[src/rtl/gf2m_pkg.sv]
// Shared defaults and FSM encoding for the GF(2^m) Itoh-Tsujii inverter.
package gf2m_pkg;

  // Default field: f(x) = x^101 + x^7 + x^6 + x + 1
  localparam int WIDTH_DEF = 101;
  localparam int K3_DEF    = 7;
  localparam int K2_DEF    = 6;
  localparam int K1_DEF    = 1;

  // Index of the most significant set bit of a positive integer
  function automatic int msb_idx(input int v);
    int r;
    r = 0;
    for (int i = 0; i < 31; i++) if (v[i]) r = i;
    return r;
  endfunction

  // Exponent of the addition chain (E = m-1) and its leading bit
  localparam int E_DEF     = WIDTH_DEF - 1;
  localparam int E_MSB_DEF = msb_idx(E_DEF);

  typedef enum logic [2:0] {
    S_IDLE,
    S_DBL_SQR,
    S_MUL_REQ,
    S_MUL_WAIT,
    S_ADD_SQR,
    S_FIN,
    S_DONE
  } state_e;

endpackage

[src/rtl/gf2m_sqr.sv]
// Combinational squaring in GF(2^WIDTH) modulo a pentanomial.
// Port bit w holds the coefficient of x^(WIDTH-1-w).
module gf2m_sqr #(
  parameter int WIDTH = 101,
  parameter int k3    = 7,
  parameter int k2    = 6,
  parameter int k1    = 1
) (
  input  logic [WIDTH-1:0] a_i,
  output logic [WIDTH-1:0] sq_o
);

  // Spread coefficients to even powers, then fold the high half down from
  // the top so terms created by the fold are themselves reduced.
  always_comb begin
    logic [2*WIDTH-2:0] s;
    s    = '0;
    sq_o = '0;
    for (int i = 0; i < WIDTH; i++) s[2*i] = a_i[WIDTH-1-i];
    for (int j = 2*WIDTH-2; j >= WIDTH; j--) begin
      s[j-WIDTH+k3] = s[j-WIDTH+k3] ^ s[j];
      s[j-WIDTH+k2] = s[j-WIDTH+k2] ^ s[j];
      s[j-WIDTH+k1] = s[j-WIDTH+k1] ^ s[j];
      s[j-WIDTH]    = s[j-WIDTH]    ^ s[j];
      s[j]          = 1'b0;
    end
    for (int i = 0; i < WIDTH; i++) sq_o[i] = s[WIDTH-1-i];
  end

endmodule

[src/rtl/gf2m_inv.sv]
// Itoh-Tsujii inversion a^(2^m - 2): squarings done locally one per cycle,
// multiplications handed to an external digit-serial multiplier.
module gf2m_inv
  import gf2m_pkg::*;
#(
  parameter int WIDTH = WIDTH_DEF,
  parameter int k3    = K3_DEF,
  parameter int k2    = K2_DEF,
  parameter int k1    = K1_DEF
) (
  input  logic             clk_i,
  input  logic             rst_i,
  input  logic             start_i,
  input  logic [WIDTH-1:0] op_a_i,
  output logic             busy_o,
  output logic             done_o,
  output logic [WIDTH-1:0] op_c_o,
  output logic             mul_start_o,
  output logic [WIDTH-1:0] mul_op_a_o,
  output logic [WIDTH-1:0] mul_op_b_o,
  input  logic             mul_done_i,
  input  logic [WIDTH-1:0] mul_op_c_i
);

  localparam int KW    = $clog2(WIDTH);
  localparam int E     = WIDTH - 1;
  localparam int E_MSB = msb_idx(E);
  localparam logic [KW-1:0] E_VEC     = KW'(E);
  localparam logic [KW-1:0] BITP_INIT = KW'((E_MSB > 0) ? E_MSB - 1 : 0);

  state_e           state_q, state_d;
  logic [WIDTH-1:0] a_r_q, a_r_d;
  logic [WIDTH-1:0] beta_q, beta_d;      // a^(2^k - 1)
  logic [WIDTH-1:0] t_q, t_d;            // squaring scratch
  logic [KW-1:0]    k_q, k_d;
  logic [KW-1:0]    sq_cnt_q, sq_cnt_d;
  logic [KW-1:0]    bitp_q, bitp_d;
  logic             add_q, add_d;        // pending multiply is an "add a" step
  logic [WIDTH-1:0] op_c_q, op_c_d;
  logic [WIDTH-1:0] mul_a_q, mul_a_d;
  logic [WIDTH-1:0] mul_b_q, mul_b_d;

  logic [WIDTH-1:0] sq_in, sq_out;
  logic [KW-1:0]    e_sh;

  // Single squarer: t while doubling, beta for the add step and final square
  assign sq_in = (state_q == S_DBL_SQR) ? t_q : beta_q;
  assign e_sh  = E_VEC >> bitp_q;

  gf2m_sqr #(
    .WIDTH(WIDTH),
    .k3   (k3),
    .k2   (k2),
    .k1   (k1)
  ) u_sqr (
    .a_i (sq_in),
    .sq_o(sq_out)
  );

  assign busy_o      = (state_q != S_IDLE);
  assign done_o      = (state_q == S_DONE);
  assign mul_start_o = (state_q == S_MUL_REQ);
  assign op_c_o      = op_c_q;
  assign mul_op_a_o  = mul_a_q;
  assign mul_op_b_o  = mul_b_q;

  // State and datapath registers
  always_ff @(posedge clk_i) begin
    if (rst_i) begin
      state_q  <= S_IDLE;
      a_r_q    <= '0;
      beta_q   <= '0;
      t_q      <= '0;
      k_q      <= '0;
      sq_cnt_q <= '0;
      bitp_q   <= '0;
      add_q    <= 1'b0;
      op_c_q   <= '0;
      mul_a_q  <= '0;
      mul_b_q  <= '0;
    end else begin
      state_q  <= state_d;
      a_r_q    <= a_r_d;
      beta_q   <= beta_d;
      t_q      <= t_d;
      k_q      <= k_d;
      sq_cnt_q <= sq_cnt_d;
      bitp_q   <= bitp_d;
      add_q    <= add_d;
      op_c_q   <= op_c_d;
      mul_a_q  <= mul_a_d;
      mul_b_q  <= mul_b_d;
    end
  end

  // Addition-chain sequencing; every path is data-independent in length
  always_comb begin
    state_d  = state_q;
    a_r_d    = a_r_q;
    beta_d   = beta_q;
    t_d      = t_q;
    k_d      = k_q;
    sq_cnt_d = sq_cnt_q;
    bitp_d   = bitp_q;
    add_d    = add_q;
    op_c_d   = op_c_q;
    mul_a_d  = mul_a_q;
    mul_b_d  = mul_b_q;
    unique case (state_q)
      S_IDLE: if (start_i) begin
        a_r_d    = op_a_i;
        beta_d   = op_a_i;
        t_d      = op_a_i;
        k_d      = KW'(1);
        sq_cnt_d = KW'(1);
        bitp_d   = BITP_INIT;
        add_d    = 1'b0;
        // E = 1 has no chain bits below its MSB: only the final square
        state_d  = (E_MSB == 0) ? S_FIN : S_DBL_SQR;
      end
      S_DBL_SQR: begin
        t_d      = sq_out;
        sq_cnt_d = sq_cnt_q - KW'(1);
        if (sq_cnt_q == KW'(1)) begin
          mul_a_d = sq_out;
          mul_b_d = beta_q;
          k_d     = k_q + k_q;
          add_d   = 1'b0;
          state_d = S_MUL_REQ;
        end
      end
      S_MUL_REQ: state_d = S_MUL_WAIT;
      S_MUL_WAIT: if (mul_done_i) begin
        beta_d = mul_op_c_i;
        if (!add_q && e_sh[0]) begin
          state_d = S_ADD_SQR;
        end else if (bitp_q == '0) begin
          state_d = S_FIN;
        end else begin
          bitp_d   = bitp_q - KW'(1);
          t_d      = mul_op_c_i;
          sq_cnt_d = k_q;
          state_d  = S_DBL_SQR;
        end
      end
      S_ADD_SQR: begin
        t_d     = sq_out;
        mul_a_d = sq_out;
        mul_b_d = a_r_q;
        k_d     = k_q + KW'(1);
        add_d   = 1'b1;
        state_d = S_MUL_REQ;
      end
      S_FIN: begin
        op_c_d  = sq_out;
        state_d = S_DONE;
      end
      S_DONE:  state_d = S_IDLE;
      default: state_d = S_IDLE;
    endcase
  end

endmodule

[config.mk]
export PLATFORM = sky130hd
export DESIGN_NAME = gf2m_inv
export DESIGN_NICKNAME = d
export VERILOG_FILES = /design/src/rtl/gf2m_pkg.sv /design/src/rtl/gf2m_sqr.sv /design/src/rtl/gf2m_inv.sv
export SDC_FILE = /design/constraint.sdc
export NUM_CORES = 2
export LEC_CHECK = 0
export ABC_AREA = 1
export CELL_PAD_IN_SITES_DETAIL_PLACEMENT = 0
export CELL_PAD_IN_SITES_GLOBAL_PLACEMENT = 1
export CORE_MARGIN = 2
export CORE_UTILIZATION = 38
export CTS_CLUSTER_SIZE = 14
export DETAILED_ROUTE_END_ITERATION = 7
export HOLD_SLACK_MARGIN = 0.05
export PLACE_DENSITY_LB_ADDON = 0.1
export SLEW_MARGIN = 20
export SYNTH_ARGS = -nofsm -noshare
export SYNTH_HDL_FRONTEND = slang
export SYNTH_SLANG_ARGS = --single-unit
[constraint.sdc]
create_clock -name clk_i -period 2.5 [get_ports clk_i]
set_clock_uncertainty 0.1 [all_clocks]
set_input_delay 0.5 -clock clk_i [delete_from_list [all_inputs] [get_ports clk_i]]
set_output_delay 0.5 -clock clk_i [all_outputs]
set_load 0.03 [all_outputs]
# ---- After elaboration in Yosys (flattened, before gate mapping)
# Index checks and enable logic that the tools add are counted.
dict set report word_totals {
  register_bits 631
  out_inout_bits 306
  elab_cells 239
  inputBits 206
}
dict set report op_classes {
  reduce_logical 19
  bitwise_logic 159
  mux 33
  eq_ne 12
  n_shift 1
  addsub 4
}
# op count
set ops {}
lappend ops {{101-bit 2-to-1 mux} 8}
lappend ops {{101-bit case mux with 2 select lines} 3}
lappend ops {{101-bit case mux with 3 select lines} 1}
lappend ops {{1-bit XOR} 159}
lappend ops {{7-bit 2-to-1 mux} 9}
lappend ops {{7-bit case mux with 3 select lines} 2}
lappend ops {{3-bit case mux with 6 select lines} 1}
lappend ops {{3-bit 2-to-1 mux} 5}
lappend ops {{5-bit AND reduction} 3}
lappend ops {{7-bit case mux with 2 select lines} 1}
lappend ops {{7-bit by 1-bit subtractor with 7-bit output, second input constant} 2}
lappend ops {{3-bit nonzero test} 4}
lappend ops {{3-bit == test, second input constant} 3}
lappend ops {{3-bit AND reduction} 3}
lappend ops {{2-bit != test, second input constant} 4}
lappend ops {{7-bit by 1-bit adder with 7-bit output, second input constant} 1}
lappend ops {{7-bit adder} 1}
lappend ops {{7-bit by 1-bit == test with 1-bit output, second input constant} 1}
lappend ops {{7-bit logical NOT} 1}
lappend ops {{7-bit by 7-bit >> shifter with 1-bit output, first input constant} 1}
lappend ops {{3-bit by 2-bit == test with 1-bit output, second input constant} 2}
lappend ops {{2-bit AND reduction} 2}
lappend ops {{2-bit nonzero test} 2}
lappend ops {{3-bit by 1-bit == test with 1-bit output, second input constant} 1}
lappend ops {{other kinds (7)} 8}

# ---- Depth between registers and ports, before layout
dict set report depth {
  depth_word 7
  depth_mapped 14
  depth_no_buf 13
}

# ---- Cells and area by module
# Synthesis repeated with hierarchy kept, for this count alone.
dict set report hier_totals {
  cells_unflattened 4038
  area_unflattened_um2 28175.8
}
# mod area_per_inst_um2 seq_area_each_um2 n_inst cells_per_inst
set by_module_without_submodules {}
lappend by_module_without_submodules {gf2m_inv 27108.5 12632.1 1 3893}
lappend by_module_without_submodules {gf2m_sqr 1067.3 0.0 1 145}

# ---- Worst setup path before layout
# OpenSTA, ideal clock, no wires.
dict set report synth_timing {
  path_type {reg-to-reg}
  start {register state_q[0]}
  end {register k_q[6]}
  slack_ps 429
  synth_period_minus_slack_ps 2071
  path_stages_with_launch 13
  t_arrival_ps 1839
  path_cell_list {dfxtp_1 nor2_2 nand2_2 buf_2 buf_1 nor2_1 ha_1 nand2_1 nor2_1 o21ai_0 nand2_1 nand3_1 a21oi_1}
}
dict set report synth_via {
  elab_chain_len 3
}
# item line
set synth_rtl {}
lappend synth_rtl {{from (decl)} gf2m_inv.sv:31} ;# state_e state_q, state_d;
lappend synth_rtl {{from (signal assigned)} gf2m_inv.sv:82} ;# state_q <= state_d;
lappend synth_rtl {{3-bit by 1-bit == test with 1-bit output, or another cell as far along} gf2m_inv.sv:109} ;# unique case (state_q)
lappend synth_rtl {{2-bit by 1-bit != test with 1-bit output (no line), or another cell as far along} --}
lappend synth_rtl {{3-bit AND reduction (no line)} --}
lappend synth_rtl {{to (signal assigned)} gf2m_inv.sv:86} ;# k_q <= k_d;
lappend synth_rtl {{to (decl)} gf2m_inv.sv:35} ;# logic [KW-1:0] k_q, k_d;
# Parallel ways exist; a longest one is shown, timed or not.
# A chain may end at the register's enable or synchronous reset.

# ---- Worst setup path in the final report
dict set report layout_timing {
  start {register op_c_q[73], in the netlist op_c_o[73]}
  end {output port op_c_o[73]}
}
# item line
set layout_rtl {}
lappend layout_rtl {{from (decl)} gf2m_inv.sv:39} ;# logic [WIDTH-1:0] op_c_q, op_c_d;
lappend layout_rtl {{from (signal assigned)} gf2m_inv.sv:90} ;# op_c_q <= op_c_d;
lappend layout_rtl {{to (decl)} gf2m_inv.sv:17} ;# output logic [WIDTH-1:0] op_c_o,
# No word-level cell between the ends.

==> reports/metrics.csv <==
metric;value;unit
status;finished clean;
relSlewSlack;43.6;%
period_share;95.9;%
seq_area;12600;µm²
cts_buffers;73;
path_buf_inv;1;
yosys_warnings;0;
synth_cells;3977;
cts_buffer_depth;3;
yosys.area.top_type;dfxtp_1;
dpl-instance-area;35800;µm²
syn_nets;4188;
die-height;278;µm
path_clk_slew;0.06;ns
fillers;7393;
vias;29000;
rsz0062_at_grt;false;
drive_gt1_share;9.24;%
cts_root_buf;clkbuf_16;
holdWs;0.201;ns
final_core_util;51.3;%
crit_family;buffers and inverters;
coreArea;74400;µm²
synth_top_area_share;44.2;%
portBuffers;511;
hold_class;in2reg;
startpoint;op_c_o[73]$_SDFFE_PP0N_;
nets;4689;
final_cell_area;38200;µm²
wirelength;117000;µm
yosys.cell_count.top_type;nand2_1;
drv_cap;0;
synth_common_cells;984 x nand2_1, 631 x dfxtp_1, 530 x o21ai_0;
initial_core_util;38.4;%
endpoint_kind;output pin;
die_w;278;µm
drt_pass1_iterations;6;
gp_congestion;0.869;
critical_path_required;1.90;ns
synth_edf_count;0;
grt_pass1_vias;26500;
period_minus_slack;2.40;ns
synth_area;28600;µm²
die_area;77400;µm²
startpoint_type;register;
remaining_drc_errors;0;
worstPathCellList;clkdlybuf4s50_1;
place_inst;5372;
ys.flop_type;dfxtp_1;
synth.avg_cell_area;7.18;µm²
ys_types;41;
clock_latency;0.63;ns
ant_nets;0;
yosysSeqAreaShare;44.2;%
p_per_area;1000;nW/µm²
crit_slowest_cell;clkdlybuf4s50_1;
ys_ff_latch;631;
drt-initial-drc-count;2719;
grt_overflow_total;0;
cts_tree;yes;
reg2reg_from;state_q[2]$_SDFFE_PP0P_;
slew_viol_final;0;
pin_count;512;
viasPerCell;5.26;
setup-violations-final;0;
cts.sinks;631;
antenna_found_initial;6;
hp-start;rst_i;
grt_pass1_wl;172000;µm
multiInputGateArea;13600;µm²
rows;100;
yosys-top-cells-area;dfxtp_1 44%, nand2_1 13%, o21ai_0 9.3%, a21oi_1 4.1%, a31oi_1 3.9%;
worstSetupPathType;reg2out;
tns;0;ns
critical_path.max_stage_delay;0.83;ns
tightest_slew;0.837;ns
hpwl;84000;µm
h-tree-depth;3;
grt_max_degree;144;
postCtsHoldBufs;0;
cp_max_fo;2;
cp.arrival;1.80;ns
stdcell_count;5506;
hold_violations;0;
wl_per_cell;21.2;µm
grtUsageTotal;29.1;%
fmax;417;MHz
ys_async_sr_fraction;0;%
p_leak;16.5;nW
ir_drop;481;µV
syn_to_final_growth;33.8;%
[stage by stage]
| step | total power [W] | setup WS (ns) |
|---|---|---|
| after detailed placement | 0.0273 | -0.0126 |
| final | 0.0382 | 0.103 |
| after floorplan | 0.0203 | 0.429 |
| after CTS | 0.0383 | 0.0344 |
| after global placement | 0.0273 | 0.0549 |
| after global routing | 0.0400 | 0.00328 |
[power breakdown]
part	internal, W	leakage (nW)	switching, W	total [W]
Sequential	0.0115	5.16	0.000989	0.0125
Clock	0.00643	1.21	0.00448	0.0109
Combinational	0.00531	10.2	0.00943	0.0147
[what timing repair did]
action | CTS | global route
gates cloned | 0 | 0
gates resized for setup | 10 | 3
setup buffers | 0 | 0
setup endpoints to repair | 3 | 6
[layout make-up]
cell class	instances	area share (%)
antenna	4	0.0262
multi-input combinational	2752	35.6
clock inverter	23	0.681
clock buffer	107	5.67
timing repair buffer	715	18.7
sequential	631	33.1
tap	969	3.17
inverter	305	3.05
[logic make-up after synthesis]
kind of cell               Yosys count  share of synthesized area (%)
AOI/OAI and AO/OA                 1184                           23.6
xor gates and xnor gates            95                           2.91
adders and majority gates            5                          0.219
buffers and inverters              594                           8.33
DFF                                631                           44.2
and+or+nand+nor                   1468                           20.8
[worst register-to-register path, stage by stage (launching register included)]
cell and delay, ns:
dfxtp_1 0.32, inv_2 0.17, nand3_4 0.13, buf_12 0.24, o21ai_0 0.75, nand2_1 0.17
nand2_1 0.22, a21o_1 0.14, inv_1 0.03
[placed cells by master, fill, tap and decap left out, types with 46 or more instances in the layout]
cell,instances
nor2_1,248
o211ai_1,48
a21oi_1,235
o21ai_0,530
buf_4,163
dfxtp_1,630
or2_2,46
inv_1,293
nand2_1,983
clkbuf_16,74
xnor2_1,49
clkdlybuf4s50_1,507
xor2_1,46
a31oi_1,177
a21o_1,80
nand3_1,161
[flip-flops by register name, indices dropped and copies added, names as in the netlist]
signal,cells
a_r_q,101
add_q,1
beta_q,101
bitp_q,7
k_q,7
mul_op_a_o,101
mul_op_b_o,101
op_c_o,101
sq_cnt_q,7
state_q,3
t_q,101
[routing by layer]
metal	GRT usage (%)	part of all wire [%]	vias up	wire, µm
met4	9.37	3.0	4	3550
met5	0	0.019	-	22
met1	41.7	46	13600	54200
met3	4.94	7.1	158	8240
met2	44.4	44	1074	50900
li1	-	-	14200	-
[path summary, 6_finish.rpt]
check / endpoint / slack, ns / cells past startpoint
worst max-delay path: op_c_o[73] / 0.10 / 1
worst min-delay path: mul_op_b_o[86]$_SDFFE_PP0P_ / 0.20 / 4
worst min register to register: a_r_q[64]$_SDFFE_PP0P_ / 0.36 / 2
worst max register to register: op_c_o[36]$_SDFFE_PP0N_ / 0.11 / 8
(Power assumes the default switching activity.)
